<file path="config.mk">
export PLATFORM = sky130hd
export DESIGN_NAME = fmul_s2_pipe
export DESIGN_NICKNAME = d
export VERILOG_FILES = /design/src/rtl/fmul_s2_pipe.sv
export SDC_FILE = /design/constraint.sdc
export NUM_CORES = 1
export LEC_CHECK = 0
export CAP_MARGIN = 20
export CORE_UTILIZATION = 40
export DETAILED_ROUTE_END_ITERATION = 10
export HOLD_SLACK_MARGIN = 0.06
export PLACE_DENSITY = 0.67
export SYNTH_ARGS = -nofsm -noshare
export SYNTH_HDL_FRONTEND = slang
export SYNTH_SLANG_ARGS = --single-unit
</file>
<file path="constraint.sdc">
create_clock -name clk -period 4.31 [get_ports clk]
set_clock_uncertainty 0.05 [all_clocks]
set_input_delay 0.862 -clock clk [delete_from_list [all_inputs] [get_ports clk]]
set_output_delay 0.862 -clock clk [all_outputs]
set_load 0.01 [all_outputs]
</file>
<file path="src/rtl/fmul_s2_pipe.sv">
// fmul_s2_pipe: registered, flow-controlled boundary between fmul stage 1
// (exponent / special-case / significand product) and stage 2
// (normalise / round). A 2-entry skid buffer keeps one transfer per cycle
// while in_ready_o is a pure register output.
//
// Ports:
//   clk, rst_n            clock, asynchronous active-low reset
//   flush_i               synchronous flush, drops every held bundle
//   in_valid_i/in_ready_o upstream handshake
//   in_*                  stage-1 result bundle plus user tag
//   out_valid_o/out_ready_i downstream handshake
//   out_*                 registered copy of the bundle at the head
//   occupancy_o           bundles currently held (0..2)
module fmul_s2_pipe #(
  parameter int unsigned EXPWIDTH  = 8,
  parameter int unsigned PRECISION = 24,
  parameter int unsigned TAGWIDTH  = 8
) (
  input  logic                   clk,
  input  logic                   rst_n,
  input  logic                   flush_i,
  input  logic                   in_valid_i,
  output logic                   in_ready_o,
  input  logic [4:0]             in_special_case_i,
  input  logic                   in_early_overflow_i,
  input  logic                   in_prod_sign_i,
  input  logic [EXPWIDTH:0]      in_shift_amt_i,
  input  logic [EXPWIDTH:0]      in_exp_shifted_i,
  input  logic                   in_may_be_subnormal_i,
  input  logic [2:0]             in_rm_i,
  input  logic [2*PRECISION-1:0] in_prod_i,
  input  logic [TAGWIDTH-1:0]    in_tag_i,
  output logic                   out_valid_o,
  input  logic                   out_ready_i,
  output logic [4:0]             out_special_case_o,
  output logic                   out_early_overflow_o,
  output logic                   out_prod_sign_o,
  output logic [EXPWIDTH:0]      out_shift_amt_o,
  output logic [EXPWIDTH:0]      out_exp_shifted_o,
  output logic                   out_may_be_subnormal_o,
  output logic [2:0]             out_rm_o,
  output logic [2*PRECISION-1:0] out_prod_o,
  output logic [TAGWIDTH-1:0]    out_tag_o,
  output logic [1:0]             occupancy_o
);

  localparam int unsigned PW = 5 + 1 + 1 + 2 * (EXPWIDTH + 1) + 1 + 3
                             + 2 * PRECISION + TAGWIDTH;

  typedef enum logic [1:0] {
    EMPTY = 2'b00,
    ONE   = 2'b01,
    FULL  = 2'b11
  } state_t;

  state_t          state_q, state_d;
  logic [PW-1:0]   main_q, skid_q, in_pl;
  logic            main_v, skid_v;
  logic            in_fire, out_fire;
  logic            load_main_in, load_main_skid, load_skid_in;

  assign main_v = (state_q != EMPTY);
  assign skid_v = (state_q == FULL);

  assign in_ready_o  = ~skid_v;
  assign out_valid_o = main_v;
  assign occupancy_o = {1'b0, main_v} + {1'b0, skid_v};

  assign in_fire  = in_valid_i & in_ready_o;
  assign out_fire = out_valid_o & out_ready_i;

  assign in_pl = {in_special_case_i, in_early_overflow_i, in_prod_sign_i,
                  in_shift_amt_i, in_exp_shifted_i, in_may_be_subnormal_i,
                  in_rm_i, in_prod_i, in_tag_i};

  assign {out_special_case_o, out_early_overflow_o, out_prod_sign_o,
          out_shift_amt_o, out_exp_shifted_o, out_may_be_subnormal_o,
          out_rm_o, out_prod_o, out_tag_o} = main_q;

  // Flush wins over any handshake in the same cycle; payload loads are
  // suppressed too so a dropped bundle never reaches the registers.
  always_comb begin
    state_d        = state_q;
    load_main_in   = 1'b0;
    load_main_skid = 1'b0;
    load_skid_in   = 1'b0;
    if (flush_i) begin
      state_d = EMPTY;
    end else begin
      case (state_q)
        EMPTY: begin
          if (in_fire) begin
            load_main_in = 1'b1;
            state_d      = ONE;
          end
        end
        ONE: begin
          if (in_fire && out_fire) begin
            load_main_in = 1'b1;
          end else if (in_fire) begin
            load_skid_in = 1'b1;
            state_d      = FULL;
          end else if (out_fire) begin
            state_d = EMPTY;
          end
        end
        FULL: begin
          if (out_fire) begin
            load_main_skid = 1'b1;
            state_d        = ONE;
          end
        end
        default: state_d = EMPTY;
      endcase
    end
  end

  always_ff @(posedge clk or negedge rst_n) begin
    if (!rst_n) begin
      state_q <= EMPTY;
    end else begin
      state_q <= state_d;
    end
  end

  always_ff @(posedge clk or negedge rst_n) begin
    if (!rst_n) begin
      main_q <= '0;
      skid_q <= '0;
    end else begin
      if (load_main_in) begin
        main_q <= in_pl;
      end else if (load_main_skid) begin
        main_q <= skid_q;
      end
      if (load_skid_in) begin
        skid_q <= in_pl;
      end
    end
  end

endmodule

</file>
## After elaboration in Yosys (flattened, before gate mapping)

Cells that the tools add are included.

- Flip-flop bits (word level): 172
- Logic and storage cells: 37

- Eq/ne operators: 6
- Bitwise gates (word level): 3
- Add/sub/neg operators: 1
- Mux-type cells: 19
- Reductions and logical operators: 5

Operator list:

| kind | count |
|---|---|
| $mux 85 | 2 |
| $mux 2 | 6 |
| $mux 1 | 9 |
| $ne 3x3->1 const B | 2 |
| $pmux 2 s3 | 1 |
| $ne 4x4->1 const B | 1 |
| $reduce_and 4->1 | 1 |
| $reduce_bool 2->1 | 2 |
| $ne 3x2->1 const B | 1 |
| $add 1x1->2 | 1 |
| $and 1x1->1 | 2 |
| $eq 2x1->1 const B | 1 |
| $eq 2x2->1 const B | 1 |
| $logic_not 2->1 | 1 |
| $pmux 1 s2 | 1 |
| $logic_and 1x1->1 | 1 |
| $not 1->1 | 1 |

## Depth between registers and ports, before layout

- Word-level depth: 8
- Depth in mapped cells: 8
- Depth with buffers taken out: 6

## Least setup slack after synthesis

OpenSTA, ideal clock, no wires.

- Path type: input to register
- Start point: input out_ready_i
- End point: register main_q[10]
- Buffers on the path: 2
- Arrival time: 1.768 ns
- Required time: 4.128 ns
- Setup slack: 2.360 ns
- Stages on the path: 6
- Path through: nand2b_1 -> nor3_2 -> buf_6 -> buf_6 -> mux2i_1 -> o21ai_1

- Word-level cells in the longest chain between the ends: 6

Ends and longest elaborated chain:

| item | RTL line | text |
|---|---|---|
| from (decl) | 34 | `input logic out_ready_i,` |
| $and 1x1->1 * | 70 | `assign out_fire = out_valid_o & out_ready_i;` |
| $logic_and 1x1->1 | 98 | `if (in_fire && out_fire) begin` |
| $mux 1 | 98 |  |
| $pmux 1 s2 | 90 | `case (state_q)` |
| $mux 1 | 87 | `if (flush_i) begin` |
| $mux 85 / $reduce_bool 2->1 (equally long branches) | - |  |
| to (signal assigned) | 132 | `main_q <= in_pl;` |
| to (signal assigned) | 134 | `main_q <= skid_q;` |
| to (decl) | 57 | `logic [PW-1:0] main_q, skid_q, in_pl;` |

Every way passes the cells marked *; elsewhere a longest branch is shown, timed or not.
A chain may end at the register's enable or synchronous reset.

## Worst setup path in the final report

- Start point: register state_q[0]
- End point: output out_valid_o

- Word-level cells in the longest chain between the ends: 1

Ends and longest elaborated chain:

| item | RTL line | text |
|---|---|---|
| from (decl) | 56 | `state_t state_q, state_d;` |
| from (signal assigned) | 122 | `state_q <= state_d;` |
| $reduce_bool 2->1 | 62 | `assign main_v = (state_q != EMPTY);` |
| to (decl) | 33 | `output logic out_valid_o,` |

Every way passes these cells.

==> reports/metrics.yaml <==
viasPerCell: 5.024
register_area_um2: 4304
postRouteAntennaNets: 0
synth_cells: 576
synth_area_um2: 7315
fp-row-count: 49
synth_nets: 671
drv_cap: 0
grt_antenna_before_repair: 0
synthArstFlopShare_pct: 100.0
finalNetCount: 838
power_mw: 6.553
clk_pin_slew_ns: 0.06
holdBufCountCts: 0
crit_arrival_ns: 1.83
ir_drop_uv: 407.9
cts_resized: 0
syn_avg_cell_area_um2: 12.70
hp-class: "in2async"
diodes: 0
slew_headroom_pct: 48.87
dieHeight_um: 137.2
wl_per_cell_um: 16.26
finalSetupViolations: 0
die_w_um: 137.2
synth_edf_count: 0
leakagePower_nw: 3.941
coreArea_um2: 17960
dp_hpwl_um: 10410
grt_first_pass_wirelength_um: 26010
synthTopCellsByArea: "dfrtp_1 (59%), mux2_2 (13%), mux2i_1 (12%), nand2_1 (4.5%), o21ai_1 (3.4%)"
final_max_slew_viol_count: 0
finalCriticalPeriod_ns: 2.745
grt_max_degree: 171
synthFlopType: "dfrtp_1"
vias: 4944
clk-insertion-delay-late_ns: 0.41
place_ws_ns: 1.163
post-cts-setup-buffer-count: 0
yosysSeqAreaShare_pct: 58.84
multiInputGateArea_um2: 2764
ys_warn_count: 0
yosysMostFrequentCell: "dfrtp_1"
first_global_vias: 5279
rrSetupSlack_ns: 1.78
timing.final.ws_setup_ns: 1.565
rr_endpoint: "skid_q[20]"
drt-initial-drc-count: 216
rr_worst_depth: 6
clock-sinks: 172
drive_above_1_share_pct: 17.09
critPathLaunchType: "register"
cp.required_ns: 3.40
initial_utilization_pct: 40.72
area_growth_pct: 34.09
gp_congestion: 0.8440
synthTopCellsByCount: "dfrtp_1 (172), nand2_1 (87), mux2_2 (85), mux2i_1 (85), o21ai_1 (50)"
worst_slew_pin_slew_ns: 0.7670
cts_buffer_depth: 2
htreeDepth: 4
fmax_mhz: 364.3
power_density_nw_per_um2: 668.2
synth_cell_types: 26
drc: 0
synth_seq_cells: 172
tns_ns: 0
finalHoldViolCount: 0
period_share_pct: 63.69
overflow: 0
drt_first_pass_iters: 7
cts_made_buffers: 17
crit_start: "state_q[0]"
yosys.area.top_type: "dfrtp_1"
wirelength_um: 16000
port_buffers: 178
fillCellCount: 1553
synth_top_area_share_pct: 58.84
r2r_start: "state_q[0]"
cts-root-buf: "clkbuf_16"
track_usage_pct: 17.88
critPathKind: "reg2out"
die_area_um2: 18830
cts_tree: "done"
io_pins: 179
status: "completed"
rsz0062_at_grt: "no"
worstPathMaxFanout: 4
endpoint_kind: "output port"
[worst max-delay path, stage by stage (launching register included)]
cell and delay, ns:
dfrtp_1 0.42, inv_1 0.10, ha_1 0.25, inv_1 0.11, clkdlybuf4s50_1 0.54
[power breakdown]
group          total (mW)  internal [mW]  leakage, nW  switching, mW
Combinational        2.25           1.33         1.55          0.922
Clock                1.46          0.853        0.285          0.605
Sequential           2.84           2.40         2.10          0.437
Total                6.55           4.59         3.94           1.96
[how the worst max path moves through the flow]
stage,endpoint
3_5_place_dp,skid_q[18]
4_1_cts,out_valid_o
6_report,out_valid_o
3_3_place_gp,skid_q[15]
2_1_floorplan,main_q[10]
5_1_grt,out_valid_o
[final cells by class]
cell class	instances	area share, %
clock buffers	21	4.899
clock inverters	10	0.9057
inverters	5	0.1914
multi-input cells	363	28.18
flip-flops and latches	172	43.88
well taps	229	2.921
repair buffers	184	19.02
[layer usage]
layer  global-route usage (%)  up-vias  wire [µm]
met5                        0        -          0
met4                    5.495        0        250
met3                    7.542       19       1267
met2                    28.93      132       7668
met1                    21.61     2463       6818
li1                         -     2330          -
[cell families (layout without fill, tap and decap cells)]
kind of cell	after synthesis	after routing	share of synthesized area, %
AND/OR/NAND/NOR	97	97	5.645
adder cells (fa/ha/maj)	5	5	0.8553
flip-flops	172	172	58.84
buffers and inverters	41	220	3.558
multiplexers	170	170	24.72
AO/OA/AOI/OAI	91	91	6.380
[flip-flops by register name, summed over array words and instances (netlist names)]
signal   flops
main_q      85
skid_q      85
state_q      2
[placed cells by master (no fill, tap or decap), types with 2 or more instances in the layout]
| master | instances |
|---|---|
| a211o_1 | 2 |
| buf_12 | 3 |
| buf_4 | 3 |
| clkbuf_16 | 17 |
| clkbuf_8 | 4 |
| clkdlybuf4s50_1 | 177 |
| clkinv_2 | 5 |
| clkinv_4 | 2 |
| dfrtp_1 | 172 |
| ha_1 | 5 |
| inv_1 | 4 |
| mux2_2 | 85 |
| mux2i_1 | 85 |
| nand2_1 | 87 |
| nor2_1 | 2 |
| nor3_4 | 2 |
| o21ai_0 | 37 |
| o21ai_1 | 50 |
[metrics by stage]
stage / std cells / utilization, % / area [µm²] / hold WS, ns
floorplan: 576 / - / 7315 / 0.4291
global placement: 953 / 51.43 / 9239 / 0.4366
detailed placement: 953 / 51.43 / 9239 / 0.4441
CTS: 984 / 54.60 / 9808 / 0.4512
global route: 984 / 54.60 / 9808 / 0.4630
finish: 984 / 54.60 / 9808 / 0.4245
No activity file was read; power rests on OpenSTA's default activity.
